[config.mk]
export PLATFORM = sky130hd
export DESIGN_NAME = pong_game_engine
export DESIGN_NICKNAME = d
export VERILOG_FILES = /design/src/rtl/pong_game_engine.sv
export SDC_FILE = /design/constraint.sdc
export NUM_CORES = 1
export LEC_CHECK = 0
export ABC_AREA = 1
export CELL_PAD_IN_SITES_DETAIL_PLACEMENT = 1
export CELL_PAD_IN_SITES_GLOBAL_PLACEMENT = 1
export CORE_ASPECT_RATIO = 1.2
export CORE_MARGIN = 2
export CORE_UTILIZATION = 40
export CTS_BUF_LIST = sky130_fd_sc_hd__clkbuf_16
export DETAILED_ROUTE_END_ITERATION = 8
export PLACE_DENSITY_LB_ADDON = 0.3
export SLEW_MARGIN = 40
export SYNTH_ARGS = -nofsm -noshare
export SYNTH_HDL_FRONTEND = slang
export SYNTH_SLANG_ARGS = --single-unit
[constraint.sdc]
create_clock -name clk -period 4 [get_ports clk]
set_input_delay 0.8 -clock clk [delete_from_list [all_inputs] [get_ports clk]]
set_output_delay 0.8 -clock clk [all_outputs]
set_load 0.005 [all_outputs]
[src/rtl/pong_game_engine.sv]
// pong_game_engine: two-player pong physics, scoring, match flow and per-pixel RGB generation
module pong_game_engine #(
  parameter int H_ACTIVE     = 640,
  parameter int V_ACTIVE     = 480,
  parameter int TICK_Y       = 481,
  parameter int BORDER       = 5,
  parameter int PAD_H        = 90,
  parameter int PAD_W        = 4,
  parameter int PAD1_X       = 40,
  parameter int PAD2_X       = 600,
  parameter int PAD_SPEED    = 2,
  parameter int BALL_SIZE    = 8,
  parameter int BALL_SPEED   = 2,
  parameter int SERVE_FRAMES = 60,
  parameter int WIN_SCORE    = 9,
  parameter int SCORE_W      = 4
) (
  input  logic               clk,
  input  logic               reset,
  input  logic               up1,
  input  logic               down1,
  input  logic               up2,
  input  logic               down2,
  input  logic               start,
  input  logic               video_on,
  input  logic [9:0]         x,
  input  logic [9:0]         y,
  output logic [11:0]        rgb,
  output logic [SCORE_W-1:0] score1,
  output logic [SCORE_W-1:0] score2,
  output logic [1:0]         game_state,
  output logic [1:0]         winner,
  output logic               border_on,
  output logic               pad1_on,
  output logic               pad2_on,
  output logic               ball_on
);
  localparam int CW = $clog2(SERVE_FRAMES + 1);
  localparam logic [9:0] BD     = 10'(BORDER);
  localparam logic [9:0] P_MAX  = 10'(V_ACTIVE - BORDER - PAD_H);
  localparam logic [9:0] P_INIT = 10'((V_ACTIVE - PAD_H) / 2);
  localparam logic [9:0] BX0    = 10'((H_ACTIVE - BALL_SIZE) / 2);
  localparam logic [9:0] BY0    = 10'((V_ACTIVE - BALL_SIZE) / 2);
  localparam logic [9:0] BS     = 10'(BALL_SIZE);
  localparam logic [9:0] BV     = 10'(BALL_SPEED);
  localparam logic [9:0] PV     = 10'(PAD_SPEED);
  localparam logic [9:0] PW     = 10'(PAD_W);
  localparam logic [9:0] PH     = 10'(PAD_H);
  localparam logic [9:0] P1X    = 10'(PAD1_X);
  localparam logic [9:0] P2X    = 10'(PAD2_X);
  localparam logic [9:0] R_LIM  = 10'(H_ACTIVE - 1 - BORDER);
  localparam logic [9:0] B_LIM  = 10'(V_ACTIVE - 1 - BORDER);
  localparam logic [CW-1:0] SF  = CW'(SERVE_FRAMES);
  localparam logic [SCORE_W-1:0] WS = SCORE_W'(WIN_SCORE);

  typedef enum logic [1:0] {IDLE = 2'b00, SERVE = 2'b01, PLAY = 2'b10, OVER = 2'b11} state_t;

  state_t state_q, state_d;
  logic [9:0] p1_q, p1_d, p2_q, p2_d, bx_q, bx_d, by_q, by_d;
  logic dx_q, dx_d, dy_q, dy_d, start_q;
  logic [CW-1:0] cnt_q, cnt_d;
  logic [SCORE_W-1:0] s1_q, s1_d, s2_q, s2_d;
  logic [1:0] win_q, win_d;
  logic [11:0] rgb_q, rgb_d;
  logic tick, start_rise, left_miss, right_miss, hit1, hit2, in_ball;
  logic [2:0] rx, ry;
  logic [7:0] mask_row;

  function automatic logic [9:0] pad_next(input logic [9:0] p, input logic up, input logic dn);
    pad_next = (up && !dn) ? ((p < BD + PV) ? BD : p - PV)
             : (dn && !up) ? ((p + PV > P_MAX) ? P_MAX : p + PV) : p;
  endfunction

  function automatic logic overlap(input logic [9:0] bx, input logic [9:0] by, input logic [9:0] px, input logic [9:0] py);
    overlap = (bx + BS > px) && (bx < px + PW) && (by + BS > py) && (by < py + PH);
  endfunction

  function automatic logic [SCORE_W-1:0] sat(input logic [SCORE_W-1:0] s);
    sat = (s == WS) ? s : s + SCORE_W'(1);
  endfunction

  assign tick       = (y == 10'(TICK_Y)) && (x == 10'd0);
  assign start_rise = start & ~start_q;
  assign left_miss  = bx_q <= BD;
  assign right_miss = bx_q + BS - 10'd1 >= R_LIM;
  assign hit1       = overlap(bx_q, by_q, P1X, p1_q);
  assign hit2       = overlap(bx_q, by_q, P2X, p2_q);

  assign rx        = 3'(x - bx_q);
  assign ry        = 3'(y - by_q);
  assign in_ball   = (x >= bx_q) && (x < bx_q + BS) && (y >= by_q) && (y < by_q + BS);
  assign mask_row  = (BALL_SIZE != 8) ? 8'hFF
                   : (ry == 3'd0 || ry == 3'd7) ? 8'h3C
                   : (ry == 3'd1 || ry == 3'd6) ? 8'h7E : 8'hFF;
  assign border_on = (x < BD) || (x >= 10'(H_ACTIVE - BORDER)) || (y < BD) || (y >= 10'(V_ACTIVE - BORDER));
  assign pad1_on   = (state_q != IDLE) && (x >= P1X) && (x < P1X + PW) && (y >= p1_q) && (y < p1_q + PH);
  assign pad2_on   = (state_q != IDLE) && (x >= P2X) && (x < P2X + PW) && (y >= p2_q) && (y < p2_q + PH);
  assign ball_on   = (state_q == SERVE || state_q == PLAY) && in_ball && mask_row[rx];

  assign rgb        = rgb_q;
  assign score1     = s1_q;
  assign score2     = s2_q;
  assign game_state = state_q;
  assign winner     = win_q;

  // next-state: match flow, per-frame physics and pixel colour
  always_comb begin
    state_d = state_q;
    p1_d    = p1_q;
    p2_d    = p2_q;
    bx_d    = bx_q;
    by_d    = by_q;
    dx_d    = dx_q;
    dy_d    = dy_q;
    cnt_d   = cnt_q;
    s1_d    = s1_q;
    s2_d    = s2_q;
    win_d   = win_q;
    rgb_d   = !video_on ? 12'h000 : border_on ? 12'hFF0 : pad1_on ? 12'h6A2
            : pad2_on ? 12'hA5C : ball_on ? 12'hF0F : 12'h000;
    if (state_q == IDLE) begin
      bx_d = BX0;
      by_d = BY0;
      if (start_rise) begin
        state_d = SERVE;
        cnt_d   = SF;
      end
    end else if (state_q == OVER) begin
      if (start_rise) begin
        state_d = IDLE;
        s1_d    = '0;
        s2_d    = '0;
        win_d   = 2'b00;
      end
    end else if (tick) begin
      p1_d = pad_next(p1_q, up1, down1);
      p2_d = pad_next(p2_q, up2, down2);
      if (state_q == SERVE) begin
        bx_d  = BX0;
        by_d  = BY0;
        cnt_d = cnt_q - CW'(1);
        if (cnt_q == CW'(1)) state_d = PLAY;
      end else if (left_miss || right_miss) begin
        s2_d = left_miss ? sat(s2_q) : s2_q;
        s1_d = left_miss ? s1_q : sat(s1_q);
        if (left_miss ? (s2_d == WS) : (s1_d == WS)) begin
          state_d = OVER;
          win_d   = left_miss ? 2'b10 : 2'b01;
        end else begin
          state_d = SERVE;
          bx_d    = BX0;
          by_d    = BY0;
          dx_d    = ~left_miss;
          cnt_d   = SF;
        end
      end else begin
        dx_d = (!dx_q && hit1) ? 1'b1 : (dx_q && hit2) ? 1'b0 : dx_q;
        dy_d = (by_q <= BD) ? 1'b1 : (by_q + BS - 10'd1 >= B_LIM) ? 1'b0 : dy_q;
        bx_d = dx_d ? bx_q + BV : bx_q - BV;
        by_d = dy_d ? by_q + BV : by_q - BV;
      end
    end
  end

  // state registers with asynchronous active-low clear
  always_ff @(posedge clk or negedge reset) begin
    if (!reset) begin
      state_q <= IDLE;
      p1_q    <= P_INIT;
      p2_q    <= P_INIT;
      bx_q    <= BX0;
      by_q    <= BY0;
      dx_q    <= 1'b1;
      dy_q    <= 1'b1;
      cnt_q   <= '0;
      s1_q    <= '0;
      s2_q    <= '0;
      win_q   <= 2'b00;
      rgb_q   <= 12'h000;
      start_q <= 1'b0;
    end else begin
      state_q <= state_d;
      p1_q    <= p1_d;
      p2_q    <= p2_d;
      bx_q    <= bx_d;
      by_q    <= by_d;
      dx_q    <= dx_d;
      dy_q    <= dy_d;
      cnt_q   <= cnt_d;
      s1_q    <= s1_d;
      s2_q    <= s2_d;
      win_q   <= win_d;
      rgb_q   <= rgb_d;
      start_q <= start;
    end
  end
endmodule

==> results.toml <==
[worst_setup_path]
r2r_cells = 27
r2r-end = "bx_q[9]$_DFFE_PN0P_"
crit_path_end_kind = "output port"
critical_path.max_stage_delay_ns = 0.56
rr_startpoint = "p2_q[1]$_DFFE_PN1P_"
cpMostUsedCell = "buf_4"
crit_arrival_ns = 3.08
crit_required_ns = 3.20
crit_chain = "ha_4 > o21ai_2 > a21oi_4 > xor2_2 > buf_6 > buf_4 > buf_4 > ha_2 > nand2_1 > o21ai_0 > nor4_1 > buf_4 > nand3_4 > inv_1 > dlygate4sd2_1"
crit_fanout = 2
startpoint_type = "flop"
path_class = "flop to output port"
cp_slowest_cell = "dfstp_2"
r2r_setup_slack_ns = 0.16

[layout]
layout-drive-gt1-share_pct = 19.7
n_antenna_cell = 0
syn2layout_area_growth_pct = 28.9
fin_nets = 1686
final_core_util_pct = 52.7

[sta]
tns_ns = 0
finalHoldViolations = 0
worst_pin_slew_ns = 0.699
worst_slew_margin_rel_pct = 53.4
fmax_ghz = 0.258
period_minus_slack_ns = 3.88
finalMaxSlewViolations = 0
final.setup.worst_slack_ns = 0.121
finClkSkew_ns = 0.0125
post-route-period-util_pct = 97.0
fin_hold_ws_ns = 0.415
setup_viol = 0
rsz0062_at_grt = "true"

[placement]
place_ws_ns = -0.221
hpwl_mm = 26.7
gp_congestion = 0.922
port_buffers = 55

[die]
rows = 59
fp.dieH_um = 167
ios = 56
die_area_mm2 = 0.0234
coreArea_mm2 = 0.0217
start_util_pct = 40.9
die-width_um = 140

[cts]
numCtsBuffers = 9
cts_root_buf = "clkbuf_16"
path_clk_slew_ns = 0.06
clockBufferDepth = 2
cts_tree = "done"
insertion_delay_ns = 0.36
cts-htree-levels = 3
postCtsHoldBufs = 0
clock-sinks = 68

[route]
route.detailed.drc = 0
vias_per_cell = 5.49
drt-initial-drc-count = 382
wl_mm = 33.6
firstDrtPassIters = 4
vias = 9827
antenna_left = 0
avgRoutedWirePerCell_um = 18.8

[yosys]
synth_xor_area_share_pct = 4.54
yosysWarnings = 0
syn_inst = 1321
synth_top_family_by_area = "simple AND/OR/NAND/NOR gates"
seq_area_frac_synth_pct = 19.5
yosysUniqueCellTypes = 51
synth-adder-area-share_pct = 21.2
synth-compound-area-share_pct = 14.6
synth_edf_count = 0
synth_ff_type = "dfrtp_1"
synth.avg_cell_area_um2 = 6.72
async_flop_share_pct = 100
synth-simple-area-share_pct = 31.8
syn_area_mm2 = 0.00887
ys_seq_elements = 68
synthMuxAreaShare_pct = 0

[global_routing]
first_global_vias = 10600
grt_start_max_net_pins = 69
grt_pass1_wl_mm = 53.6
globalRouteOverflowTotal = 0
antenna_found_initial = 0
grtUsageTotal_pct = 28.5

[outcome]
outcome = "finished clean"

[power_and_ir_drop]
power_density_mw_per_mm2 = 521
p_leak_uw = 0.00573
ir_drop_mv = 0.376
power_uw = 5960

[hold_path]
hold_path_class = "input pin to async pin"

[run]
drv_cap = 0
[what timing repair did]
| action | 4_1_cts | 5_1_grt |
|---|---|---|
| endpoints found under the setup margin | 8 | 11 |
| buffers inserted | 6 | 7 |
| pin swaps | 9 | 35 |
| gates resized for setup | 20 | 74 |
[power breakdown]
part,total [uW],leakage (uW),switching (uW),internal (uW)
Combinational,3990,0.00476,2430,1560
Clock,923,0.000156,373,550
Sequential,1050,0.000809,177,871
[critical path: cells and delay by family (launching register included)]
kind            cells  cell delay [ns]
simple gates        3             0.39
fa+ha+maj           2             0.40
buf+inv             6             0.86
xor+xnor            1             0.17
flops               1             0.56
compound gates      3             0.34
[placed cells by master (no fill, tap or decap), drive strengths merged, types with 38 or more instances in the layout]
cell type	n
a21oi	100
buf	145
clkdlybuf4s50	50
dfrtp	48
ha	144
inv	154
nand2	368
nand3	81
nor2	121
o21ai	87
xor2	38
[cell type report]
type | count | area, um^2
Timing Repair Buffer | 199 | 1700
Clock buffer | 9 | 225
Multi-Input combinational cell | 1075 | 6750
Inverter | 157 | 589
Clock inverter | 7 | 98.8
Fill cell | 2845 | 10300
Sequential cell | 68 | 1730
Tap cell | 274 | 343
[cells by family after synthesis]
kind of cell / after synthesis
adder cells (fa/ha/maj): 148
XOR/XNOR: 46
buffers and inverters: 179
other: 1
flip-flops: 68
AO/OA/AOI/OAI: 232
AND/OR/NAND/NOR: 647
[state kept, by name, indices dropped and copies added (netlist names)]
name / cells
p1_q: 10
p2_q: 10
bx_q: 9
by_q: 9
rgb: 9
cnt_q: 6
score1: 4
score2: 4
game_state: 2
winner: 2
dx_q: 1
dy_q: 1
start_q: 1
[layer usage]
metal	track usage (%)	vias up	share of wire (%)
met5	0	-	0
met4	15.4	0	5.8
met3	3.09	94	2.2
met2	53.1	157	52
met1	31.5	4796	40
li1	-	4780	-
[Yosys cell counts (3+ instances only)]
master	instances	area share (%)
nand2_2	10	0.70
nand3b_1	5	0.42
a21oi_1	100	5.6
nor4_1	12	0.85
inv_1	143	6.0
o211ai_1	5	0.42
nor3_1	18	1.0
fa_1	4	0.90
buf_6	3	0.38
o2111ai_1	3	0.30
nand2_1	356	15
o21ai_1	8	0.45
dfstp_2	20	5.9
ha_1	144	20
nor2_1	117	4.9
nand3_2	3	0.34
buf_2	6	0.34
clkinv_1	4	0.17
nand3_1	77	4.3
o21ai_0	72	4.1
or2_2	9	0.63
xnor2_1	8	0.79
o21a_1	7	0.59
clkbuf_1	4	0.17
o21ai_2	7	0.69
a31oi_1	5	0.35
dfrtp_1	48	14
a211oi_1	4	0.34
inv_2	10	0.42
a22oi_1	9	0.76
nand4_1	28	2.0
xor2_1	38	3.8
o21bai_1	3	0.25
buf_4	7	0.59
[worst max path at each step]
stage / startpoint / to / slack [ns] / cells after the start
2_1_floorplan: by_q[3]$_DFFE_PN1P_ / bx_q[9]$_DFFE_PN0P_ / 0.25 / 28
3_3_place_gp: y[9] / pad1_on / -0.10 / 10
3_5_place_dp: by_q[3]$_DFFE_PN1P_ / bx_q[8]$_DFFE_PN1P_ / -0.22 / 26
4_1_cts: p2_q[1]$_DFFE_PN1P_ / bx_q[9]$_DFFE_PN0P_ / 0.009 / 28
5_1_grt: by_q[3]$_DFFE_PN1P_ / bx_q[9]$_DFFE_PN0P_ / -0.12 / 29
6_report: p1_q[1]$_DFFE_PN1P_ / pad1_on / 0.12 / 15
[per-stage QoR]
step / instance area (um^2) / std cells
2_1_floorplan: 8880 / 1322
3_3_place_gp: 10600 / 1761
3_5_place_dp: 10700 / 1761
4_1_cts: 11100 / 1783
5_1_grt: 11400 / 1789
6_report: 11400 / 1789
Power figures use the tool's default switching activity.
